[config.mk]
export PLATFORM = sky130hd
export DESIGN_NAME = three_by_three_systolic
export DESIGN_NICKNAME = d
export VERILOG_FILES = /design/src/rtl/three_by_three_systolic.sv
export SDC_FILE = /design/constraint.sdc
export NUM_CORES = 2
export LEC_CHECK = 0
export CAP_MARGIN = 20
export CORE_ASPECT_RATIO = 0.8
export CORE_MARGIN = 2
export CORE_UTILIZATION = 35
export CTS_BUF_LIST = sky130_fd_sc_hd__clkbuf_8
export DETAILED_ROUTE_END_ITERATION = 12
export PLACE_DENSITY = 0.58
export SLEW_MARGIN = 20
export SYNTH_ARGS = -nofsm -noshare
export SYNTH_HDL_FRONTEND = slang
export SYNTH_SLANG_ARGS = --single-unit
[constraint.sdc]
create_clock -name clk -period 17.6 [get_ports clk]
set_clock_uncertainty 0.15 [all_clocks]
set_input_delay 2.64 -clock clk [delete_from_list [all_inputs] [get_ports clk]]
set_output_delay 2.64 -clock clk [all_outputs]
set_load 0.03 [all_outputs]
[src/rtl/three_by_three_systolic.sv]
// Weight-stationary 3x3 systolic correlator: 4x4 frame * 3x3 kernel -> 2x2 registered outputs.
// Optional build macro SYSTOLIC_SATURATE_EN selects unsigned saturation instead of modulo-256 truncation.
module three_by_three_systolic #(
    parameter int DW = 8,
    parameter int AW = 20
) (
    input  logic          clk,
    input  logic          rst,
    input  logic [DW-1:0] i00, i01, i02, i03,
    input  logic [DW-1:0] i10, i11, i12, i13,
    input  logic [DW-1:0] i20, i21, i22, i23,
    input  logic [DW-1:0] i30, i31, i32, i33,
    input  logic [DW-1:0] f00, f01, f02,
    input  logic [DW-1:0] f10, f11, f12,
    input  logic [DW-1:0] f20, f21, f22,
    output logic [DW-1:0] o00, o01, o10, o11
);
    typedef enum logic [1:0] {IDLE, LOAD, RUN, DONE} state_t;

    state_t        state_q, state_d;
    logic [3:0]    cnt_q, cnt_d;
    logic [DW-1:0] img      [4][4];
    logic [DW-1:0] ker      [3][3];
    logic [DW-1:0] frame_q  [4][4], frame_d [4][4];
    logic [DW-1:0] wt_q     [3][3], wt_d    [3][3];
    logic [DW-1:0] win      [3][3];
    logic [DW-1:0] x_q      [3][3], x_d     [3][3];
    logic [DW-1:0] d1_q     [3],    d1_d    [3];
    logic [DW-1:0] d2a_q    [3],    d2a_d   [3];
    logic [DW-1:0] d2b_q    [3],    d2b_d   [3];
    logic [AW-1:0] ps_q     [3][3], ps_d    [3][3];
    logic [AW-1:0] sum_q, sum_d;
    logic [DW-1:0] res_q, res_d;
    logic [DW-1:0] out_q    [4],    out_d   [4];
    logic [1:0]    widx;
    logic          feed_en;

    function automatic logic [DW-1:0] clip(input logic [AW-1:0] v);
`ifdef SYSTOLIC_SATURATE_EN
        return (v > AW'({DW{1'b1}})) ? {DW{1'b1}} : DW'(v);
`else
        return DW'(v);
`endif
    endfunction

    assign img = '{'{i00, i01, i02, i03}, '{i10, i11, i12, i13},
                   '{i20, i21, i22, i23}, '{i30, i31, i32, i33}};
    assign ker = '{'{f00, f01, f02}, '{f10, f11, f12}, '{f20, f21, f22}};

    assign o00 = out_q[0];
    assign o01 = out_q[1];
    assign o10 = out_q[2];
    assign o11 = out_q[3];

    // Sequencer: cnt_q equals the number of clock edges since reset release until DONE.
    always_comb begin
        state_d = state_q;
        cnt_d   = cnt_q;
        case (state_q)
            IDLE: begin
                state_d = LOAD;
                cnt_d   = 4'd1;
            end
            LOAD: begin
                state_d = RUN;
                cnt_d   = cnt_q + 4'd1;
            end
            RUN: begin
                cnt_d = cnt_q + 4'd1;
                if (cnt_q == 4'd10) state_d = DONE;
            end
            DONE:    state_d = DONE;
            default: state_d = IDLE;
        endcase
    end

    always_comb begin
        frame_d = (state_q == IDLE) ? img : frame_q;
        wt_d    = (state_q == IDLE) ? ker : wt_q;
        feed_en = (cnt_q >= 4'd1) && (cnt_q <= 4'd4);
        widx    = 2'(cnt_q - 4'd1);

        // Window origin: bit 1 selects the row offset, bit 0 the column offset.
        for (int a = 0; a < 3; a++) begin
            for (int b = 0; b < 3; b++) begin
                win[a][b] = frame_q[a][b];
                case (widx)
                    2'd1:    win[a][b] = frame_q[a][b+1];
                    2'd2:    win[a][b] = frame_q[a+1][b];
                    2'd3:    win[a][b] = frame_q[a+1][b+1];
                    default: win[a][b] = frame_q[a][b];
                endcase
            end
        end

        // Diagonal skew: PE row a sees its window row a cycles after row 0.
        for (int b = 0; b < 3; b++) begin
            x_d[0][b] = feed_en ? win[0][b] : '0;
            d1_d[b]   = feed_en ? win[1][b] : '0;
            d2a_d[b]  = feed_en ? win[2][b] : '0;
            d2b_d[b]  = d2a_q[b];
            x_d[1][b] = d1_q[b];
            x_d[2][b] = d2b_q[b];
        end

        // Partial sums flow down each PE column.
        for (int b = 0; b < 3; b++) begin
            ps_d[0][b] = AW'(x_q[0][b]) * AW'(wt_q[0][b]);
            for (int a = 1; a < 3; a++) begin
                ps_d[a][b] = ps_q[a-1][b] + AW'(x_q[a][b]) * AW'(wt_q[a][b]);
            end
        end

        sum_d = ps_q[2][0] + ps_q[2][1] + ps_q[2][2];
        res_d = clip(sum_q);

        out_d = out_q;
        for (int k = 0; k < 4; k++) begin
            if ((state_q == RUN) && (cnt_q == 4'(7 + k))) out_d[k] = res_q;
        end
    end

    always_ff @(posedge clk or posedge rst) begin
        if (rst) begin
            state_q <= IDLE;
            cnt_q   <= '0;
            frame_q <= '{default: '0};
            wt_q    <= '{default: '0};
            x_q     <= '{default: '0};
            d1_q    <= '{default: '0};
            d2a_q   <= '{default: '0};
            d2b_q   <= '{default: '0};
            ps_q    <= '{default: '0};
            sum_q   <= '0;
            res_q   <= '0;
            out_q   <= '{default: '0};
        end else begin
            state_q <= state_d;
            cnt_q   <= cnt_d;
            frame_q <= frame_d;
            wt_q    <= wt_d;
            x_q     <= x_d;
            d1_q    <= d1_d;
            d2a_q   <= d2a_d;
            d2b_q   <= d2b_d;
            ps_q    <= ps_d;
            sum_q   <= sum_d;
            res_q   <= res_d;
            out_q   <= out_d;
        end
    end
endmodule

* Yosys cells after proc, flatten, opt, wreduce, memory -nomap -nowiden
Cells that the tools add are included.
** Word-level totals
- Register bits after elaboration :: 470
- Output and inout port bits :: 32
- Logic and storage cells :: 121
** Cells by class
- Add/subtract/negate cells :: 10
- Multipliers :: 9
- Order comparisons :: 2
- Equality and inequality tests :: 11
- Muxes and demuxes :: 21
- Reductions and logical operators :: 8
** Operator list (count)
- 8-bit one-hot mux with 3 select lines :: 9
- 8-bit by 8-bit multiplier with 8-bit output :: 9
- 8-bit 2-to-1 mux :: 9
- 8-bit adder :: 8
- 4-bit equality test, second input constant :: 3
- 2-bit equality test, second input constant :: 4
- 2-bit one-hot mux with 4 select lines :: 1
- 4-bit one-hot mux with 2 select lines :: 1
- 1-bit logical AND :: 5
- 4-bit by 1-bit adder with 4-bit output, second input constant :: 1
- 2-bit by 1-bit equality test with 1-bit output, second input constant :: 2
- 4-bit by 3-bit equality test with 1-bit output, second input constant :: 1
- 4-bit by 1-bit >= comparator with 1-bit output, second input constant :: 1
- 4-bit by 3-bit <= comparator with 1-bit output, second input constant :: 1
- 2-bit logical NOT :: 1
- 2-bit 2-to-1 mux :: 1
- 2-bit inequality test, second input constant :: 1
- 2-bit nonzero test :: 1
- 2-bit OR reduction :: 1
- 2-bit by 1-bit subtractor with 2-bit output, second input constant :: 1

* Longest topological paths before layout
- Depth after elaboration :: 4
- Mapped depth :: 15
- Mapped depth without buffers :: 14

* Least setup slack after synthesis
No wires, ideal clock.
- Path type :: reg-to-reg
- Start point :: reg wt_q[40] in the netlist's numbering
- End point :: reg ps_q[107] in the netlist's numbering
- Arrival time :: 3355 ps
- Path slack :: 13970 ps
- Stages on the path, launching flop included :: 16
- Buffers on the path :: 1
- Cells stage by stage :: dfrtp_1 > clkbuf_2 > and2_1 > fa_1 > inv_1 > fa_1 > inv_1 > ha_1 > inv_1 > fa_1 > fa_1 > inv_1 > a21o_1 > a21oi_1 > xnor2_1 > xnor2_1
** RTL lines
- start, declared :: line 25 : logic [DW-1:0] wt_q [3][3], wt_d [3][3];
- start signal, assigned :: line 141 : wt_q <= wt_d;
- end signal, assigned :: line 146 : ps_q <= ps_d;
- end, declared :: line 31 : logic [AW-1:0] ps_q [3][3], ps_d [3][3];

==> summary.md <==
The floorplan step defined a die boundary enclosing 76700 um^2. The highest metal layer carrying signal wires in the routed design is met4. Clock latency on the worst-skew pair, taken at its later pin, is 0.70 ns. After detailed placement, the total cell area comes to 29400 um^2. Counting every net in the synthesized netlist gives 2768.

The first detailed-routing pass took 7 iterations. The worst hold path passes through 0 cells. The share of the synthesized netlist area taken by xor and xnor gates works out to 5.54%. Walking the worst path, the cells encountered are clkdlybuf4s50_1 > inv_8 > buf_16 > buf_4 > buf_4. Across all layers, the routed design uses 16982 vias. The path class of the tightest hold or removal check is reg2reg. The number of standard-cell rows in the floorplan was 89; the number of CTS-inserted buffers was 79. The critical path depth in cells came out at 5. Yosys printed 0 warnings. Clock-pin slew was measured on the worst setup and hold paths at 0.06 ns.

After detailed routing, the wire length on met1 is 30.2 mm. Entering global routing, the biggest net connects 140 pins. Gates resized during post-CTS repair numbered 0. In this design, the critical path's most frequently occurring cell is sky130_fd_sc_hd__buf_4.

The clock root buffer was sky130_fd_sc_hd__clkbuf_8. In the post-synthesis netlist, the biggest area contributors are sky130_fd_sc_hd__dfrtp_1 45%, sky130_fd_sc_hd__fa_1 12%, sky130_fd_sc_hd__mux2_2 10%, sky130_fd_sc_hd__ha_1 8.0%, sky130_fd_sc_hd__xnor2_1 4.7%. The number of cells on the worst reg-to-reg path works out to 14.

The areal power density over the cells is 81.7 nW/um^2. The part of the cycle the worst path needs works out to 28.4%. The run finished with clean final reports.

Total clock sinks: 470. STA puts the critical path data arrival time at 5.54 ns. Global routing consumed, over all layers together, 17.1% of the routing resources.

The die is 309 um wide. The tools report the sequential cell area fraction in the yosys report as 45.1%. Summing the areas of all and, or, nand and nor instances in the mapped netlist gives 8.45% of the synthesized area.

The library cell contributing the largest single delay on the critical path is sky130_fd_sc_hd__buf_4. Buffers added to address setup during post-CTS repair amount to 0. At the end of routability-driven placement, the weighted congestion stood at 0.833. In this design, the stage delay of the slowest critical-path cell is 0.79 ns.

The number of pins exceeding their max-slew limit in the final report was 0; the antenna violation net count after detailed routing was 0. The run gives 17999 as the number of global-route vias before repair. The main combinational cell family by area after synthesis is adder cells. The run gives 3.98 mm as the detailed route wirelength on metal3. After clock tree synthesis, the flow added hold-fix buffers numbering 0.

The number of endpoints with negative hold slack in the final report is 0, and the routed length per placed instance is 18.0 um. Fraction of layout instances using a drive strength above 1: 14.9%. The area share of the largest cell type after synthesis came out at 45.1%. In this design, the largest share of critical-path delay is due to buffers and inverters. Combined buffer and inverter count along the critical path: 5. Setup repair after global routing left no endpoint under its margin.

In this run the count of I/O pins placed on the die edge is 234. The netlist uses 31 different library cells. For the detailed-routed wire length on met2, the log shows 28.3 mm. Setup violations remaining at the end of the flow were counted as 0. The tools report the source of the worst register-to-register timing path as wt_q[17]$_DFFE_PP0N_. Summing all non-filler instances in the final layout gives an area of 31200 um^2. The final layout net count was 3017. The logs give 3 for the buffer levels on the longest clock path and 0 for the number of remaining DRC errors.

In this run the cell area of the synthesized design comes to 26100 um^2. Counting I/O delays and the setup requirement, the final critical path takes 5.00 ns. The H-tree was split into 3 levels.

Timing would allow up to 200 MHz. Compared with the post-synthesis result, the final layout area differs by 19.7%. Summed over all cells, the static leakage comes to 14.8 nW. The post-detailed-route via-to-cell ratio was 4.77; the detailed placer's ending HPWL was 48.1 mm. Across the VDD grid, the largest voltage drop is 0.0424 mV. Tracing the worst setup path back leads to its startpoint at rst. The portion of netlist area occupied by mux cells works out to 10.1%. Along the worst path, the maximum fanout reaches 98. The filler-free cell count of the finished design came out at 3558.

The aggregate global routing overflow is 0. The startpoint of the tightest hold check path is d2a_q[8]$_DFF_PP0_. The kind of end point of the critical path is an async pin.

The number of antenna violations at the first check in global routing is 1, and the average cell area after synthesis is 11.6 um^2. In this run, synthesis produced a sequential element count of 470. At the pin with the least slew margin, the transition time is 0.953 ns. The total routed wirelength is 64.1 mm.

The run gives 101 mm as the wire length of the first global-routing pass. The worst-case headroom to the max-slew limit is 36.5%. The total area inside the core boundary comes to 73700 um^2.

Adding up every negative setup slack in the final design gives 0 ns. After Yosys synthesis, full adders, half adders and majority gates account for 19.7% of the synthesized area. The first routing iteration left 1420 violations. The count of buffers from port buffering was 233; the die span in y was 248 um. The tools report the kind of launch point of the worst setup path as an input pin. The run gives 2.55 mW as the total power. Synthesis handed over a netlist of 2247 instances.

Cell taking the most area after synthesis: sky130_fd_sc_hd__dfrtp_1. The critical setup path kind was in2async. Once placement completed, the tool counted placed cells totaling 3414.

The endpoint required time on the critical path is 18.14 ns. The count of max-cap constraint violations was 0. TritonCTS built the clock tree. For this configuration, the core starts out at a cell density of 35.4%. Summing the areas of all compound-gate instances in the mapped netlist gives 5.41% of the synthesized area.
cell usage in the layout, fill, tap and decap left out, drive strengths merged:
cell type	netlist	final
diode	0	2
inv	301	328
xor2	24	24
and2	140	140
o21bai	2	2
a21o	21	21
clkinvlp	0	1
mux2	233	233
clkbuf	29	102
clkinv	0	6
nand3b	1	1
dfrtp	470	470
nor3	1	1
fa	152	152
a221o	1	1
ha	167	167
xnor2	140	140
nor2	149	149
nand2	191	191
a22o	2	2
nand4b	1	1
a21oi	97	97
buf	50	14
nand3	1	1
and3b	1	1
bufinv	0	4
a222oi	72	72
o21ai	1	1
clkdlybuf4s50	0	233
cells in the mapped netlist, drive strengths merged:
master and number:
o21bai 2, o21ai 1, fa 152, a22o 2, mux2 233, a221o 1, and2 140, nor3 1
a222oi 72, buf 50, inv 301, xor2 24, dfrtp 470, ha 167, nand3 1, and3b 1
clkbuf 29, nand3b 1, a21o 21, a21oi 97, xnor2 140, nand2 191, nor2 149, nand4b 1
power breakdown:
group	total [mW]	internal [mW]	switching (mW)
Combinational	0.302	0.153	0.149
Sequential	1.20	1.14	0.0541
Clock	1.05	0.586	0.465
Total	2.55	1.88	0.668
metal layers:
| metal | track usage (%) | vias to the layer above |
|---|---|---|
| li1 | - | 7794 |
| met1 | 24.6 | 8584 |
| met2 | 25.9 | 507 |
| met3 | 3.63 | 97 |
| met4 | 5.14 | 0 |
| met5 | 0 | - |
cell type report:
cell class	count	area, um^2
Clock buffer	102	1400
Timing Repair Buffer	247	2480
Multi-Input combinational cell	1397	12800
Tap cell	1001	1250
Inverter	301	1140
Fill cell	7045	42500
Clock inverter	38	325
Antenna cell	2	5.00
Sequential cell	470	11800
registers in the layout, summed over array words and instances (netlist names):
register / flops
sum_q: 8
ps_q: 72
cnt_q: 4
o00: 8
o01: 8
d2a_q: 24
d2b_q: 24
frame_q: 128
state_q: 2
o10: 8
wt_q: 72
o11: 8
x_q: 72
d1_q: 24
res_q: 8
per-stage QoR:
step	hold WS (ns)	util, %	setup slack (ns)
floorplan	0.181	-	1.70
global placement	0.184	39.9	11.76
detailed placement	0.185	39.9	11.66
CTS	0.164	42.3	12.41
global route	0.176	42.3	12.13
finish	0.178	42.3	12.60
kinds of logic (layout without fill, tap and decap cells):
logic type | count (synthesis) | in the layout
XOR/XNOR | 164 | 164
AO/OA/AOI/OAI | 196 | 196
multiplexers | 233 | 233
buffers and inverters | 380 | 688
adder cells (fa/ha/maj) | 319 | 319
flip-flops | 470 | 470
AND/OR/NAND/NOR | 485 | 485
other | 0 | 2
path summary, 6_finish.rpt:
| check | endpoint | slack [ns] |
|---|---|---|
| max in group clk | o10[5] | 13.06 |
| min in group asynchronous | frame_q[100]$_DFFE_PP0N_ | 2.19 |
| setup / recovery | x_q[32]$_DFF_PP0_ | 12.60 |
| setup reg to reg | ps_q[47]$_DFF_PP0_ | 13.74 |
| hold reg to reg | d2b_q[8]$_DFF_PP0_ | 0.18 |
| hold / removal | d2b_q[8]$_DFF_PP0_ | 0.18 |
Power figures use the tool's default switching activity.
